$ cat src/rtl/uart_bridge_pkg.sv
// Shared types and defaults for the UART byte bridge: FSM states, transmit mode
// and the default fill byte.
package uart_bridge_pkg;

  typedef enum logic [1:0] {
    ST_IDLE,
    ST_ISSUE,
    ST_WAIT_BUSY,
    ST_WAIT_DONE
  } bridge_state_t;

  typedef enum logic {
    MODE_DRAIN,
    MODE_FILL
  } bridge_mode_t;

  localparam logic [7:0] DEFAULT_FILL_BYTE = 8'hFF;

endpackage

$ cat src/rtl/sync_fifo.sv
// Single-clock FIFO with combinational head read, occupancy count and
// modulo-DEPTH pointers. Callers gate push/pop against full/empty.
module sync_fifo #(
  parameter int DATA_W = 8,
  parameter int DEPTH  = 16
) (
  input  logic                     clk,
  input  logic                     rst_n,
  input  logic                     push,
  input  logic                     pop,
  input  logic [DATA_W-1:0]        wdata,
  output logic [DATA_W-1:0]        rdata,
  output logic [$clog2(DEPTH):0]   count,
  output logic                     full,
  output logic                     empty
);

  localparam int AW = $clog2(DEPTH);

  logic [DATA_W-1:0] r_mem [DEPTH];
  logic [AW-1:0]     r_wptr;
  logic [AW-1:0]     r_rptr;
  logic [AW:0]       r_count;

  // Storage carries no reset; only pointers and occupancy are cleared.
  always_ff @(posedge clk) begin
    if (push) begin
      r_mem[r_wptr] <= wdata;
    end
  end

  always_ff @(posedge clk) begin
    if (!rst_n) begin
      r_wptr  <= '0;
      r_rptr  <= '0;
      r_count <= '0;
    end else begin
      if (push) begin
        r_wptr <= r_wptr + AW'(1);
      end
      if (pop) begin
        r_rptr <= r_rptr + AW'(1);
      end
      case ({push, pop})
        2'b10:   r_count <= r_count + (AW+1)'(1);
        2'b01:   r_count <= r_count - (AW+1)'(1);
        default: r_count <= r_count;
      endcase
    end
  end

  assign rdata = r_mem[r_rptr];
  assign count = r_count;
  assign full  = (r_count == (AW+1)'(DEPTH));
  assign empty = (r_count == '0);

endmodule

$ cat src/rtl/uart_byte_bridge.sv
// Byte queue between UART RX and TX: buffers received bytes, drains them on
// send, or transmits a single fill byte on load_fill, using the TX busy handshake.
module uart_byte_bridge
  import uart_bridge_pkg::*;
#(
  parameter int                 DATA_W    = 8,
  parameter int                 DEPTH     = 16,
  parameter logic [DATA_W-1:0]  FILL_BYTE = DATA_W'(DEFAULT_FILL_BYTE)
) (
  input  logic                   clk,
  input  logic                   rst_n,
  input  logic                   rx_valid,
  input  logic [DATA_W-1:0]      rx_data,
  input  logic                   send,
  input  logic                   load_fill,
  input  logic                   tx_busy,
  output logic                   tx_start,
  output logic [DATA_W-1:0]      tx_data,
  output logic [$clog2(DEPTH):0] count,
  output logic                   empty,
  output logic                   full,
  output logic                   overflow
);

  bridge_state_t     r_state, w_state_nxt;
  bridge_mode_t      r_mode, w_mode_nxt;
  logic              w_issue;
  logic              w_push;
  logic              w_pop;
  logic              w_full;
  logic              w_empty;
  logic [DATA_W-1:0] w_head;
  logic              r_tx_start;
  logic [DATA_W-1:0] r_tx_data;
  logic              r_overflow;

  assign w_pop  = w_issue && (r_mode == MODE_DRAIN) && !w_empty;
  // A full FIFO still accepts a byte when the head leaves in the same cycle.
  assign w_push = rx_valid && (!w_full || w_pop);

  sync_fifo #(
    .DATA_W (DATA_W),
    .DEPTH  (DEPTH)
  ) u_fifo (
    .clk   (clk),
    .rst_n (rst_n),
    .push  (w_push),
    .pop   (w_pop),
    .wdata (rx_data),
    .rdata (w_head),
    .count (count),
    .full  (w_full),
    .empty (w_empty)
  );

  always_ff @(posedge clk) begin
    if (!rst_n) begin
      r_state <= ST_IDLE;
      r_mode  <= MODE_DRAIN;
    end else begin
      r_state <= w_state_nxt;
      r_mode  <= w_mode_nxt;
    end
  end

  always_comb begin
    w_state_nxt = r_state;
    w_mode_nxt  = r_mode;
    w_issue     = 1'b0;
    case (r_state)
      ST_IDLE: begin
        if (send && !w_empty) begin
          w_state_nxt = ST_ISSUE;
          w_mode_nxt  = MODE_DRAIN;
        end else if (load_fill && !send) begin
          w_state_nxt = ST_ISSUE;
          w_mode_nxt  = MODE_FILL;
        end
      end
      ST_ISSUE: begin
        if (!tx_busy) begin
          w_issue     = 1'b1;
          w_state_nxt = ST_WAIT_BUSY;
        end
      end
      ST_WAIT_BUSY: begin
        if (tx_busy) begin
          w_state_nxt = ST_WAIT_DONE;
        end
      end
      ST_WAIT_DONE: begin
        // A byte arriving on the final cycle still continues the drain.
        if (!tx_busy) begin
          if ((r_mode == MODE_DRAIN) && (!w_empty || w_push)) begin
            w_state_nxt = ST_ISSUE;
          end else begin
            w_state_nxt = ST_IDLE;
          end
        end
      end
      default: w_state_nxt = ST_IDLE;
    endcase
  end

  always_ff @(posedge clk) begin
    if (!rst_n) begin
      r_tx_start <= 1'b0;
      r_tx_data  <= '0;
      r_overflow <= 1'b0;
    end else begin
      r_tx_start <= w_issue;
      if (w_issue) begin
        r_tx_data <= (r_mode == MODE_DRAIN) ? w_head : FILL_BYTE;
      end
      if (rx_valid && !w_push) begin
        r_overflow <= 1'b1;
      end
    end
  end

  assign tx_start = r_tx_start;
  assign tx_data  = r_tx_data;
  assign empty    = w_empty;
  assign full     = w_full;
  assign overflow = r_overflow;

endmodule

$ cat config.mk
export PLATFORM = sky130hd
export DESIGN_NAME = uart_byte_bridge
export DESIGN_NICKNAME = d
export VERILOG_FILES = /design/src/rtl/uart_bridge_pkg.sv /design/src/rtl/sync_fifo.sv /design/src/rtl/uart_byte_bridge.sv
export SDC_FILE = /design/constraint.sdc
export NUM_CORES = 1
export LEC_CHECK = 0
export BUFFER_PORTS_ARGS = -buffer_cell sky130_fd_sc_hd__buf_4
export CORE_AREA = 2 2 106 108
export DETAILED_ROUTE_END_ITERATION = 8
export DIE_AREA = 0 0 108 110
export GPL_ROUTABILITY_DRIVEN = 0
export PLACE_DENSITY = 0.8
export SYNTH_ARGS = -nofsm -noshare
export SYNTH_HDL_FRONTEND = slang
export SYNTH_SLANG_ARGS = --single-unit
$ cat constraint.sdc
create_clock -name clk -period 3.6 [get_ports clk]
set_input_delay 0.36 -clock clk [delete_from_list [all_inputs] [get_ports clk]]
set_output_delay 0.36 -clock clk [all_outputs]
set_load 0.05 [all_outputs]
==> metrics.yaml <==
initial_utilization_pct: 60.1
synthToLayoutAreaGrowth_pct: 14.0
dieArea_um2: 11900
postCtsSetupBuffers: 0
h-tree-depth: 4
fin_nets: 468
grt_pass1_wl_um: 20000
antenna_left: 0
final_hold_viol_count: 0
status: "finished clean"
yosys.area.top_type: "edfxtp_1"
worstPathRequired_ns: 4.05
viasPerCell: 6.12
fin_crit_sh_pct: 86.5
cts_root_buf: "clkbuf_8"
power.leakage_uw: 0.00246
grt_pass1_vias: 3670
synth_seq_area_share_pct: 69.1
die_h_um: 110
crit_chain: "inv_1, ha_1, nor3b_1, buf_4, o31a_1, buf_4, clkinv_2, ha_1, xor2_1, ha_1, a21oi_1, xnor2_1, or3_1, a21oi_1"
drv_slew: 0
r2r_start: "r_state[1]"
register_area_um2: 4450
crit_arrival_ns: 3.56
via_count: 3636
port_buffers: 30
cts_tree: "yes"
synth_top_area_share_pct: 59.8
fin_setup_tns_ns: 0
min_path_cells: 3
dpl_worst_slack_ns: 0.525
drive_gt1_share_pct: 24.9
drv_cap: 0
netlist_instances: 404
core_area_um2: 10700
track_usage_pct: 23.6
async_reset_ff_share_pct: 0
die_w_um: 108
slew_headroom_pct: 29.0
synth_cell_type_count: 48
p_per_area_nw_per_um2: 583
synth_edf_count: 128
dp_hpwl_um: 8490
power.switching_uw: 1160
wl_per_cell_um: 22.1
p_int_uw: 3110
boundaryPins: 31
r2r-end: "u_fifo.count[2]"
final_cell_mix: "128 x edfxtp_1, 39 x buf_4, 28 x dfxtp_1"
hold_path.startpoint: "rx_valid"
wirelength_um: 13100
drt_iter0_drc: 416
p_clk_share_pct: 37.3
tightest_slew_ns: 1.06
num_rows: 38
n_antenna_cell: 0
hold_buffers: 0
layout.cells.most_common: "edfxtp_1"
crit_type: "flip-flop to flip-flop"
worstPathMaxFanout: 11
cts_made_buffers: 17
ir_worst_vdd_mv: 0.338
cts_buffer_depth: 2
fin_worst_skew_ns: 0.0134
cts-resized-gates: 0
cts.sinks: 158
synthTopCellsByArea: "edfxtp_1 60%, dfxtp_1 9.3%, mux4_2 8.4%"
min_to: "overflow"
synth_nets: 431
rr_worst_depth: 14
r2r_slack_ns: 0.49
multi_input_area_um2: 1820
clk_latency_ns: 0.53
drt_first_pass_iters: 4
ys_ff_latch: 158
hold_class: "input port to flip-flop"
grt_overflow_total: 0
p_comb_share_pct: 13.5
rsz0062_at_grt: "no"
ys_warn_count: 0
cp-end-kind: "flip-flop"
netlist_area_um2: 6430
drc: 0
startpoint_type: "flip-flop"
power_frac_seq_pct: 49.2
cpPeakStageDelay_ns: 0.34
final-setup-viol-count: 0
max_freq_mhz: 321
clk_pin_slew_ns: 0.06
antenna_found_initial: 0
synth-main-ff-cell: "edfxtp_1"
cp_slowest_cell: "dfxtp_1"
critPathMostFrequentCell: "ha_1"
fillers: 701
startpoint: "r_state[1]"
fin_crit_ns: 3.11
swShare_pct: 27.1
layout_setup_ws_ns: 0.486
grt_max_degree: 22
postSynthAreaPerCell_um2: 15.9
-- logic make-up after synthesis --
logic type / count (synthesis) / share of synthesized area, %
compound gates: 70 / 6.71
simple gates: 74 / 6.25
buf+inv: 37 / 2.63
mux: 44 / 11.7
fa+ha+maj: 13 / 2.53
flops: 158 / 69.1
xor+xnor: 8 / 1.09
-- flip-flops by register name, indices dropped and copies added (netlist names), named ones only --
register	count
overflow	1
r_mode	1
r_state	2
tx_data	8
tx_start	1
u_fifo.count	5
u_fifo.r_mem	128
u_fifo.r_rptr	4
u_fifo.r_wptr	4
-- how the worst max path moves through the flow --
stage	end	slack, ns	cells past startpoint
final	u_fifo.count[2]	0.49	14
after global routing	u_fifo.count[2]	0.24	14
after CTS	u_fifo.count[2]	0.49	14
after detailed placement	u_fifo.count[2]	0.52	14
after global placement	u_fifo.count[2]	0.68	10
after floorplan	u_fifo.count[2]	0.37	14
-- Yosys cell counts (2+ instances only) --
master and count:
edfxtp_1 128, dfxtp_1 30, mux4_2 24, nor2_1 21, o21ai_0 19, a21oi_1 16, inv_1 15, nand2_1 14
ha_1 13, a31oi_1 12, mux2i_1 12, clkbuf_1 10, a22oi_1 9, and2_1 9, mux2_2 8, buf_1 5
nor4_1 5, xor2_1 5, or3_1 4, buf_6 3, nor2b_1 3, xnor2_1 3, a211oi_1 2, a21o_1 2
a31o_2 2, and3_4 2, buf_2 2, nand2b_1 2, nand3_1 2, nand4_1 2, nor3b_1 2, o22ai_1 2
-- worst max-delay path, delay by kind of cell, from the launching register on --
kind / cells / cell delay (ns)
AO/OA/AOI/OAI: 3 / 0.51
flip-flops: 1 / 0.34
buffers and inverters: 4 / 0.63
AND/OR/NAND/NOR: 2 / 0.54
adder cells (fa/ha/maj): 3 / 0.71
XOR/XNOR: 2 / 0.30
-- final cells by class --
type / count / share of cell area, %
clock buffer: 18 / 5.84
clock inverter: 14 / 1.50
inverter: 16 / 0.836
multi-input combinational: 209 / 24.8
sequential: 158 / 60.7
tap: 140 / 2.39
timing repair buffer: 39 / 3.99
-- through the flow --
stage	power [uW]	hold WS (ns)	util, %	cells	cell area (um^2)
floorplan	2540	0.459	-	404	6430
global placement	2680	0.455	63.5	562	6790
detailed placement	2710	0.482	63.5	562	6790
CTS	4290	0.101	68.5	594	7330
global route	4420	0.126	68.5	594	7330
finish	4270	0.124	68.5	594	7330
-- per-layer routing --
metal	up-vias	share of wire, %	wire (um)	GRT usage [%]
li1	1638	-	-	-
met2	147	51	6640	38.7
met5	-	0	0	0
met4	0	1.3	167	7.69
met3	17	6.8	887	5.94
met1	1834	41	5410	31.5
-- power groups by stage --
stage	sequential, uW	combinational [uW]	clock [uW]
2_1_floorplan	2230	304	0
3_3_place_gp	2130	552	0
3_5_place_dp	2140	572	0
4_1_cts	2100	576	1610
5_1_grt	2110	624	1690
6_report	2100	576	1590
No activity file was read; power rests on OpenSTA's default activity.
